[config.mk]
export PLATFORM = sky130hd
export DESIGN_NAME = mips_multicycle
export DESIGN_NICKNAME = d
export VERILOG_FILES = /design/src/rtl/mips_multicycle_pkg.sv /design/src/rtl/mips_multicycle_regfile.sv /design/src/rtl/mips_multicycle.sv
export SDC_FILE = /design/constraint.sdc
export NUM_CORES = 2
export LEC_CHECK = 0
export ABC_AREA = 1
export BUFFER_PORTS_ARGS = -buffer_cell sky130_fd_sc_hd__buf_2
export CAP_MARGIN = 20
export CELL_PAD_IN_SITES_DETAIL_PLACEMENT = 0
export CELL_PAD_IN_SITES_GLOBAL_PLACEMENT = 1
export CORE_MARGIN = 1.5
export CORE_UTILIZATION = 35
export CTS_BUF_LIST = sky130_fd_sc_hd__clkbuf_4
export CTS_CLUSTER_DIAMETER = 40
export CTS_CLUSTER_SIZE = 25
export DETAILED_ROUTE_END_ITERATION = 16
export PLACE_DENSITY = 0.72
export SLEW_MARGIN = 20
export SYNTH_ARGS = -nofsm -noshare
export SYNTH_HDL_FRONTEND = slang
export SYNTH_SLANG_ARGS = --single-unit
[constraint.sdc]
create_clock -name clk -period 10.1 [get_ports clk]
set_input_delay 1.01 -clock clk [delete_from_list [all_inputs] [get_ports clk]]
set_output_delay 1.01 -clock clk [all_outputs]
set_load 0.05 [all_outputs]
[src/rtl/mips_multicycle_pkg.sv]
// Shared definitions for the multi-cycle MIPS core: opcodes, functs, ALU ops,
// controller states and small datapath helpers.
package mips_multicycle_pkg;

    typedef logic        u1;
    typedef logic [31:0] u32;

    localparam logic [5:0] OP_RTYPE = 6'h00;
    localparam logic [5:0] OP_J     = 6'h02;
    localparam logic [5:0] OP_BEQ   = 6'h04;
    localparam logic [5:0] OP_BNE   = 6'h05;
    localparam logic [5:0] OP_ADDI  = 6'h08;
    localparam logic [5:0] OP_ANDI  = 6'h0C;
    localparam logic [5:0] OP_ORI   = 6'h0D;
    localparam logic [5:0] OP_LW    = 6'h23;
    localparam logic [5:0] OP_SW    = 6'h2B;

    localparam logic [5:0] FN_ADD = 6'h20;
    localparam logic [5:0] FN_SUB = 6'h22;
    localparam logic [5:0] FN_AND = 6'h24;
    localparam logic [5:0] FN_OR  = 6'h25;
    localparam logic [5:0] FN_SLT = 6'h2A;

    typedef enum logic [2:0] {
        ALU_ADD,
        ALU_SUB,
        ALU_AND,
        ALU_OR,
        ALU_SLT
    } alu_op_t;

    typedef enum logic [3:0] {
        S_FETCH,
        S_DECODE,
        S_MEMADR,
        S_MEMRD,
        S_MEMWB,
        S_MEMWR,
        S_EXEC,
        S_ALUWB,
        S_BRANCH,
        S_IMMEX,
        S_IMMWB,
        S_JUMP,
        S_TRAP
    } state_t;

    function automatic u32 alu(input alu_op_t op, input u32 a, input u32 b);
        case (op)
            ALU_ADD: return a + b;
            ALU_SUB: return a - b;
            ALU_AND: return a & b;
            ALU_OR:  return a | b;
            ALU_SLT: return {31'b0, ($signed(a) < $signed(b))};
            default: return a + b;
        endcase
    endfunction

    function automatic u32 sext16(input logic [15:0] imm);
        return {{16{imm[15]}}, imm};
    endfunction

endpackage

[src/rtl/mips_multicycle_regfile.sv]
// 32 x 32 register file: two asynchronous read ports, one synchronous write port,
// register 0 hardwired to zero.
module mips_multicycle_regfile
    import mips_multicycle_pkg::*;
(
    input  logic       clk,
    input  logic       srst,
    input  logic [4:0] ra1,
    input  logic [4:0] ra2,
    input  logic       we,
    input  logic [4:0] wa,
    input  u32         wd,
    output u32         rd1,
    output u32         rd2
);

    u32 regs [32];

    generate
        for (genvar gi = 0; gi < 32; gi++) begin : g_reg
            always_ff @(posedge clk) begin
                if (srst || gi == 0) begin
                    regs[gi] <= '0;
                end else if (we && wa == 5'(gi)) begin
                    regs[gi] <= wd;
                end
            end
        end
    endgenerate

    // A write in the same cycle as a read returns the old contents.
    assign rd1 = regs[ra1];
    assign rd2 = regs[ra2];

endmodule

[src/rtl/mips_multicycle.sv]
// Multi-cycle MIPS core with a single shared req/ready memory port, retire pulse
// and sticky illegal-instruction trap.
module mips_multicycle
    import mips_multicycle_pkg::*;
#(
    parameter u32 RESET_PC = 32'h0000_0000,
    parameter int EXT_OPS  = 1
) (
    input  logic        clk,
    input  logic        reset,
    output logic        mem_req,
    output logic        mem_we,
    output logic [31:0] mem_addr,
    output logic [31:0] mem_wdata,
    input  logic [31:0] mem_rdata,
    input  logic        mem_ready,
    output logic [31:0] pc,
    output logic        instr_done,
    output logic        illegal
);

    state_t state_reg;
    u32     ir_reg;
    u32     a_reg;
    u32     b_reg;
    u32     aluout_reg;
    u32     mdr_reg;

    logic [5:0]  opcode;
    logic [5:0]  funct;
    logic [4:0]  rs;
    logic [4:0]  rt;
    logic [4:0]  rd;
    logic [15:0] imm;
    u32          imm_sext;
    u32          imm_zext;

    assign opcode   = ir_reg[31:26];
    assign rs       = ir_reg[25:21];
    assign rt       = ir_reg[20:16];
    assign rd       = ir_reg[15:11];
    assign funct    = ir_reg[5:0];
    assign imm      = ir_reg[15:0];
    assign imm_sext = sext16(imm);
    assign imm_zext = {16'b0, imm};

    u32         rf_rd1;
    u32         rf_rd2;
    u1          rf_we;
    logic [4:0] rf_wa;
    u32         rf_wd;

    mips_multicycle_regfile u_regfile (
        .clk  (clk),
        .srst (reset),
        .ra1  (rs),
        .ra2  (rt),
        .we   (rf_we),
        .wa   (rf_wa),
        .wd   (rf_wd),
        .rd1  (rf_rd1),
        .rd2  (rf_rd2)
    );

    state_t  decode_state;
    alu_op_t alu_op;
    u1       funct_ok;
    u32      imm_result;
    u1       branch_taken;
    u1       retire;
    u32      next_pc;

    always_comb begin
        decode_state = S_TRAP;
        case (opcode)
            OP_RTYPE:      decode_state = S_EXEC;
            OP_LW, OP_SW:  decode_state = S_MEMADR;
            OP_BEQ:        decode_state = S_BRANCH;
            OP_BNE:        decode_state = (EXT_OPS != 0) ? S_BRANCH : S_TRAP;
            OP_ADDI:       decode_state = S_IMMEX;
            OP_ANDI,
            OP_ORI:        decode_state = (EXT_OPS != 0) ? S_IMMEX : S_TRAP;
            OP_J:          decode_state = S_JUMP;
            default:       decode_state = S_TRAP;
        endcase
    end

    always_comb begin
        alu_op   = ALU_ADD;
        funct_ok = 1'b1;
        case (funct)
            FN_ADD:  alu_op = ALU_ADD;
            FN_SUB:  alu_op = ALU_SUB;
            FN_AND:  alu_op = ALU_AND;
            FN_OR:   alu_op = ALU_OR;
            FN_SLT:  alu_op = ALU_SLT;
            default: funct_ok = 1'b0;
        endcase
    end

    always_comb begin
        case (opcode)
            OP_ANDI: imm_result = a_reg & imm_zext;
            OP_ORI:  imm_result = a_reg | imm_zext;
            default: imm_result = a_reg + imm_sext;
        endcase
    end

    assign branch_taken = (opcode == OP_BNE) ? (a_reg != b_reg) : (a_reg == b_reg);

    // Every retiring state funnels through one path that launches the next fetch.
    always_comb begin
        retire  = 1'b0;
        next_pc = pc;
        case (state_reg)
            S_MEMWB, S_ALUWB, S_IMMWB: retire = 1'b1;
            S_MEMWR:  retire = mem_ready;
            S_BRANCH: begin
                retire  = 1'b1;
                next_pc = branch_taken ? aluout_reg : pc;
            end
            S_JUMP: begin
                retire  = 1'b1;
                next_pc = {pc[31:28], ir_reg[25:0], 2'b00};
            end
            default: ;
        endcase
    end

    always_comb begin
        rf_we = 1'b0;
        rf_wa = rt;
        rf_wd = aluout_reg;
        case (state_reg)
            S_MEMWB: begin
                rf_we = 1'b1;
                rf_wd = mdr_reg;
            end
            S_ALUWB: begin
                rf_we = 1'b1;
                rf_wa = rd;
            end
            S_IMMWB: rf_we = 1'b1;
            default: ;
        endcase
    end

    always_ff @(posedge clk) begin
        if (reset) begin
            state_reg  <= S_FETCH;
            pc         <= RESET_PC;
            ir_reg     <= '0;
            a_reg      <= '0;
            b_reg      <= '0;
            aluout_reg <= '0;
            mdr_reg    <= '0;
            mem_req    <= 1'b0;
            mem_we     <= 1'b0;
            mem_addr   <= '0;
            mem_wdata  <= '0;
            instr_done <= 1'b0;
            illegal    <= 1'b0;
        end else begin
            instr_done <= 1'b0;
            case (state_reg)
                S_FETCH: begin
                    // Only the first fetch after reset arrives here with mem_req low.
                    if (!mem_req) begin
                        mem_req  <= 1'b1;
                        mem_we   <= 1'b0;
                        mem_addr <= pc;
                    end else if (mem_ready) begin
                        ir_reg    <= mem_rdata;
                        pc        <= pc + 32'd4;
                        mem_req   <= 1'b0;
                        state_reg <= S_DECODE;
                    end
                end
                S_DECODE: begin
                    a_reg      <= rf_rd1;
                    b_reg      <= rf_rd2;
                    aluout_reg <= pc + (imm_sext << 2);
                    state_reg  <= decode_state;
                    if (decode_state == S_TRAP) begin
                        illegal <= 1'b1;
                    end
                end
                S_MEMADR: begin
                    aluout_reg <= a_reg + imm_sext;
                    mem_req    <= 1'b1;
                    mem_addr   <= a_reg + imm_sext;
                    if (opcode == OP_SW) begin
                        mem_we    <= 1'b1;
                        mem_wdata <= b_reg;
                        state_reg <= S_MEMWR;
                    end else begin
                        mem_we    <= 1'b0;
                        state_reg <= S_MEMRD;
                    end
                end
                S_MEMRD: begin
                    if (mem_ready) begin
                        mdr_reg   <= mem_rdata;
                        mem_req   <= 1'b0;
                        state_reg <= S_MEMWB;
                    end
                end
                S_EXEC: begin
                    if (funct_ok) begin
                        aluout_reg <= alu(alu_op, a_reg, b_reg);
                        state_reg  <= S_ALUWB;
                    end else begin
                        illegal   <= 1'b1;
                        state_reg <= S_TRAP;
                    end
                end
                S_IMMEX: begin
                    aluout_reg <= imm_result;
                    state_reg  <= S_IMMWB;
                end
                S_TRAP: ;
                default: ;
            endcase

            if (retire) begin
                pc         <= next_pc;
                mem_req    <= 1'b1;
                mem_we     <= 1'b0;
                mem_addr   <= next_pc;
                instr_done <= 1'b1;
                state_reg  <= S_FETCH;
            end
        end
    end

endmodule

* Word level (Yosys, flattened, before mapping)
Memory sizes are Yosys's and may differ from the RTL's. A register that Yosys moved wholly into a read port is not among the register bits.
Cells that the tools add are included.
** Operators by class
- Reduce and logical (&&, ||, !) cells :: 59
- Bitwise operators :: 35
- Add/sub/neg operators :: 5
- Multiplexer cells :: 165
- $lt $le $gt $ge :: 1
- Equal/unequal tests :: 71
** Operators with widths (count)
- 2-to-1 mux 32 bit :: 40
- case mux 32 bit (4 select lines) :: 2
- case mux 32 bit (2 select lines) :: 3
- 2-to-1 mux 1 bit :: 107
- adder 32 bit :: 3
- == test 5 bit (second input constant) :: 16
- == test 6 bit (second input constant) :: 7
- == test 5 x 4 -> 1 bit (second input constant) :: 8
- adder 32 x 3 -> 32 bit (second input constant) :: 1
- AND 32 x 16 -> 32 bit :: 1
- AND 32 bit :: 1
- == test 32 bit :: 1
- < comparator 32 bit :: 1
- inequality test 32 bit :: 1
- bitwise OR 32 x 16 -> 32 bit :: 1
- bitwise OR 32 bit :: 1
- subtractor 32 bit :: 1
- logical AND 1 bit :: 31
- bitwise OR 1 bit :: 31
- case mux 4 bit (6 select lines) :: 1
- == test 4 bit (second input constant) :: 5
- == test 5 x 3 -> 1 bit (second input constant) :: 4
- case mux 4 bit (5 select lines) :: 1
- == test 6 x 4 -> 1 bit (second input constant) :: 3
- 30 further kinds :: 65
** Storage, ports and cells
- Memory bits (writable) :: 1024
- Output and inout bits :: 100
- Input port bits :: 35
- Register bits after elaboration :: 200
- Memories :: 1
** Memories
- u_regfile.regs :: depth 32, bits a word 32, read ports 2, clocked after Yosys merged registers in 2, write ports 32, line mips_multicycle_regfile.sv:17 : u32 regs [32];

* Longest topological paths before layout
- Depth after elaboration :: 8
- Mapped depth :: 21

* Hierarchy
A second synthesis with hierarchy kept.
** Second synthesis, totals
- Cells, all modules :: 11126
- Area total of the unflattened synthesis :: 79102.1 sq um
** Modules (own cells, without submodules)
- mips_multicycle_regfile :: area each 56121.3 sq um, cells an instance 7293, times used 1
- mips_multicycle :: area each 22980.8 sq um, cells an instance 3833, times used 1

* Worst setup path after synthesis
OpenSTA, ideal clock, no wires.
- Path kind :: reg-to-reg
- Start :: register ir_reg[15]
- End :: memory u_regfile.regs[12][0] (netlist name), enable pin
- Data arrival time :: 3.772 ns
- Library setup time :: 0.470 ns
- Period minus slack after synthesis :: 4.241 ns
- Stages on the path, launching flop included :: 6
- Setup slack :: 5.859 ns
- Cell sequence :: dfxtp_1 > inv_1 > nand2_1 > o21ai_1 > nand2_1 > o31ai_1
** RTL lines
- start, declared :: line mips_multicycle.sv:23 : u32 ir_reg;
- start signal, assigned :: line mips_multicycle.sv:173 : ir_reg <= mem_rdata;
- end, declared :: line mips_multicycle_regfile.sv:17

* Final worst setup path
- Start :: register b_reg[12], read port of u_regfile.regs
- End :: register mem_addr[28]
** Between the ends
- Longest elaborated chain between the ends :: 5
** RTL lines
- start, declared :: line mips_multicycle.sv:25 : u32 b_reg;
- == test 32 bit / inequality test 32 bit (equally long branches) :: line mips_multicycle.sv:109 : assign branch_taken = (opcode == OP_BNE) ? (a_reg != b_reg) : (a_reg == b_reg);
- 2-to-1 mux 1 bit * :: line mips_multicycle.sv:109
- 2-to-1 mux 32 bit * :: line mips_multicycle.sv:120 : next_pc = branch_taken ? aluout_reg : pc;
- case mux 32 bit (2 select lines) * :: line mips_multicycle.sv:115 : case (state_reg)
- 2-to-1 mux 32 bit * :: line mips_multicycle.sv:225 : if (retire) begin
- end signal, assigned :: line mips_multicycle.sv:171 : mem_addr <= pc;
- end signal, assigned :: line mips_multicycle.sv:191 : mem_addr <= a_reg + imm_sext;
- end signal, assigned :: line mips_multicycle.sv:229 : mem_addr <= next_pc;
- end, declared :: line mips_multicycle.sv:13 : output logic [31:0] mem_addr,
Every way passes the cells marked *; elsewhere a longest branch is shown, timed or not.
A chain may end at the register's enable or synchronous reset.

==> key figures <==
Die
  • Area of the die: 219,000 um2
  • Die X-Extent: 468 um
  • Core region area: 215,000 um2
  • I/O pin cnt: 135
  • Rows: 170
  • Starting Density: 0.353
  • Die Ht: 468 um

Clocking
  • CTS Sinks: 1,256
  • Clock transition at path regs: 0.10 ns
  • Setup Buffers After CTS: 0
  • CTS tree: built
  • Clk buf depth: 3
  • Cts bufs inserted: 226
  • Clock Latency Late Sink: 1.44 ns
  • Htree depth: 4
  • Root Buffer: clkbuf_4

Routing
  • Routed Antenna Nets: 0
  • Drt via density: 5.90
  • Vias: 75,005
  • Drt wl/cell: 28.9 um
  • Drt first pass iters: 6
  • DRC: 0
  • WL final: 367,000 um
  • 1st-iter DRT viols: 10,386

Global route
  • Met1 Use GR: 0.414
  • First-pass GRT wire length: 515,000 um
  • M3 GR Usage: 0.0679
  • GR Util met2: 0.515
  • Number of global-route vias before repair: 70,152
  • Busiest grt layer: met2
  • Initial antenna violation count: 19
  • Gr ovfl total: 0
  • Largest net degree at the start of global routing: 139
  • GRT Util Overall: 0.325

Power and ir drop
  • Maximum VDD drop: 0.000182 V
  • Cell leakage power: 31.1 nW
  • Pwr Density: 274 nW/um2
  • Overall power: 22.8 mW

Place
  • Inst Count DP: 12,241
  • DP HPWL: 239,000 um
  • Port bufs: 134
  • Routability Congestion: 0.981

Final layout
  • Non-filler cells, final: 12,712
  • Multi-input combinational cell area: 34,400 um2
  • # fillers: 22,114
  • Most flop-heavy register: u_regfile.regs
  • Max FFs per register: 992
  • Area Growth Syn to Fin: 10.1%
  • Sequential cell area: 35,100 um2
  • Final nets: 9,875
  • Layout cells sized above 1: 0.0920

Critical path
  • CP endpoint kind: register
  • Worst Setup EP: mem_addr[28]
  • Reg2Reg Setup Slack: 5.30 ns
  • Critical Path Start: b_reg[12]
  • R2R depth: 16
  • Critical Path RT: 11.34 ns
  • Critical Path Fanout Max: 22
  • Crit path kind: register to register
  • Critical Path AT: 6.04 ns
  • CP Launch Type: register
  • Reg-to-reg endpoint: mem_addr[28]
  • R2r startpoint: b_reg[12]

Run
  • Max-cap violations: 0

Logic synthesis
  • Mean Syn Cell Area: 7.69 um2
  • Distinct cell type count after synthesis: 49
  • Yosys top cell by area: edfxtp_1
  • Post-Syn Area: 75,800 um2
  • Seq/Total Area, Yosys: 0.463
  • Post-synth top area share: 0.393
  • Top_reg_cell synth: edfxtp_1
  • Syn Nets: 10,064
  • FFs w/ async S/R, synth: 0
  • Synth Register Bits: 1,256
  • Post-synth EDFFs: 992
  • Cells after Synth: 9,852
  • Synth area leaders: edfxtp_1, nand2_1, a21oi_1
  • YS warnings: 0

Timing
  • Setup Skew: 0.150 ns
  • Tmin final: 4.80 ns
  • Slew headroom: 0.134
  • Final period util: 0.475
  • Final Slew Violations: 0
  • Fmax: 0.208 GHz
  • Worst-margin pin slew: 1.29 ns
  • Sum Neg Setup Slack: 0 ns
  • RSZ-0062 raised after global routing: no
  • Final count of hold timing violations: 0
  • # setup viols final: 0

Worst hold path
  • Hold Crit Start: mem_rdata[27]
  • Hold Path Class: primary input to register

Status
  • Outcome: complete, no violations
==> worst max-delay path, cell delays in order, from the launching register on <==
cell and delay (ns):
dfxtp_1 0.79, inv_1 0.31, ha_1 0.50, nor2_1 0.23
nand2_1 0.16, nor2_1 0.19, nand4_1 0.11, nor2_1 0.41
nand2_1 0.10, nand2_1 0.83, nand2_1 0.37, inv_1 0.20
nand2_1 0.07, nand3_1 0.09, nand4_1 0.10, nand3_1 0.10
inv_1 0.04
==> worst min path at each step <==
| stage | end | depth (start not counted) | slack, ns |
|---|---|---|---|
| 2_1_floorplan | mdr_reg[0] | 2 | 0.43 |
| 3_5_place_dp | mdr_reg[26] | 2 | 0.45 |
| 6_report | mdr_reg[27] | 3 | 0.09 |
| 4_1_cts | mdr_reg[27] | 3 | 0.02 |
| 3_3_place_gp | mdr_reg[12] | 2 | 0.44 |
| 5_1_grt | mdr_reg[27] | 3 | 0.06 |
==> per-layer routing <==
metal  wire (um)  part of all wire  vias up
li1            -                 -    33298
met1      142000              0.39    36288
met2      166000              0.45     4491
met3       37400              0.10      908
met4       21600             0.059       20
met5         151           0.00041        -
==> where the power goes <==
group	total [mW]	switching (mW)	internal (mW)
combinational	11.4	8.66	2.74
clock	4.71	2.50	2.21
sequential	6.73	0.747	5.99
==> cells by family (layout without fill, tap and decap cells) <==
logic type	count (synthesis)	count (layout)	share of synthesized area
adder cells (fa/ha/maj)	177	177	0.0296
buffers and inverters	1779	1791	0.0907
XOR/XNOR	35	35	0.00405
other	0	10	0
AND/OR/NAND/NOR	3911	3911	0.215
AO/OA/AOI/OAI	2694	2694	0.197
flip-flops	1256	1256	0.463
==> placed cells by master (no fill, tap or decap), types with 134 or more instances in the layout <==
cell type / synthesis / layout
inv_1: 989 / 980
o211ai_1: 406 / 406
nand3_1: 777 / 763
ha_1: 173 / 173
dfxtp_1: 264 / 254
a21oi_1: 1173 / 1173
buf_2: 128 / 134
edfxtp_1: 992 / 992
o21ai_0: 946 / 922
clkbuf_4: 0 / 246
nor2_1: 1288 / 1281
buf_4: 8 / 166
nand2_1: 1597 / 1568
==> layout make-up <==
| class | instances | share of cell area |
|---|---|---|
| Sequential cell | 1256 | 0.421 |
| Multi-Input combinational cell | 6817 | 0.413 |
| Inverter | 1020 | 0.0465 |
| Tap cell | 2838 | 0.0426 |
| Timing Repair Buffer | 342 | 0.0297 |
| Clock inverter | 183 | 0.0254 |
| Clock buffer | 246 | 0.0221 |
| Antenna cell | 10 | 0.000300 |
==> synthesized netlist by cell type, types with 4 or more instances <==
cell and instances:
a21oi_1 1173, a22oi_1 64, a31oi_1 15, a41oi_1 4, and2_1 5, buf_1 85, buf_2 128, buf_4 8
clkbuf_1 538, dfxtp_1 264, edfxtp_1 992, fa_1 4, ha_1 173, inv_1 989, inv_2 28, nand2_1 1597
nand3_1 777, nand3_2 10, nand3b_1 17, nand4_1 57, nor2_1 1288, nor2_2 10, nor2_4 17, nor3_1 104
nor4_1 13, o2111ai_1 17, o211ai_1 406, o21ai_0 946, o21ai_1 11, o21ai_4 4, o21bai_1 21, o221ai_1 8
o22ai_1 8, o31ai_1 4, or2_2 10, xnor2_1 6, xor2_1 29
==> timing repair <==
action                    CTS  global route
hold endpoints to repair   56             0
hold buffers               30             0
resized for setup           0             0
==> stage by stage <==
step / cell area [um2] / worst slack, ns / util / hold WS (ns)
6_report: 83400 / 5.30 / 0.388 / 0.0942
5_1_grt: 83400 / 5.18 / 0.388 / 0.0589
4_1_cts: 83300 / 5.44 / 0.388 / 0.0160
3_5_place_dp: 79100 / 5.51 / 0.368 / 0.447
3_3_place_gp: 78900 / 5.18 / 0.367 / 0.441
2_1_floorplan: 75800 / 5.86 / - / 0.430
Power figures use the tool's default switching activity.
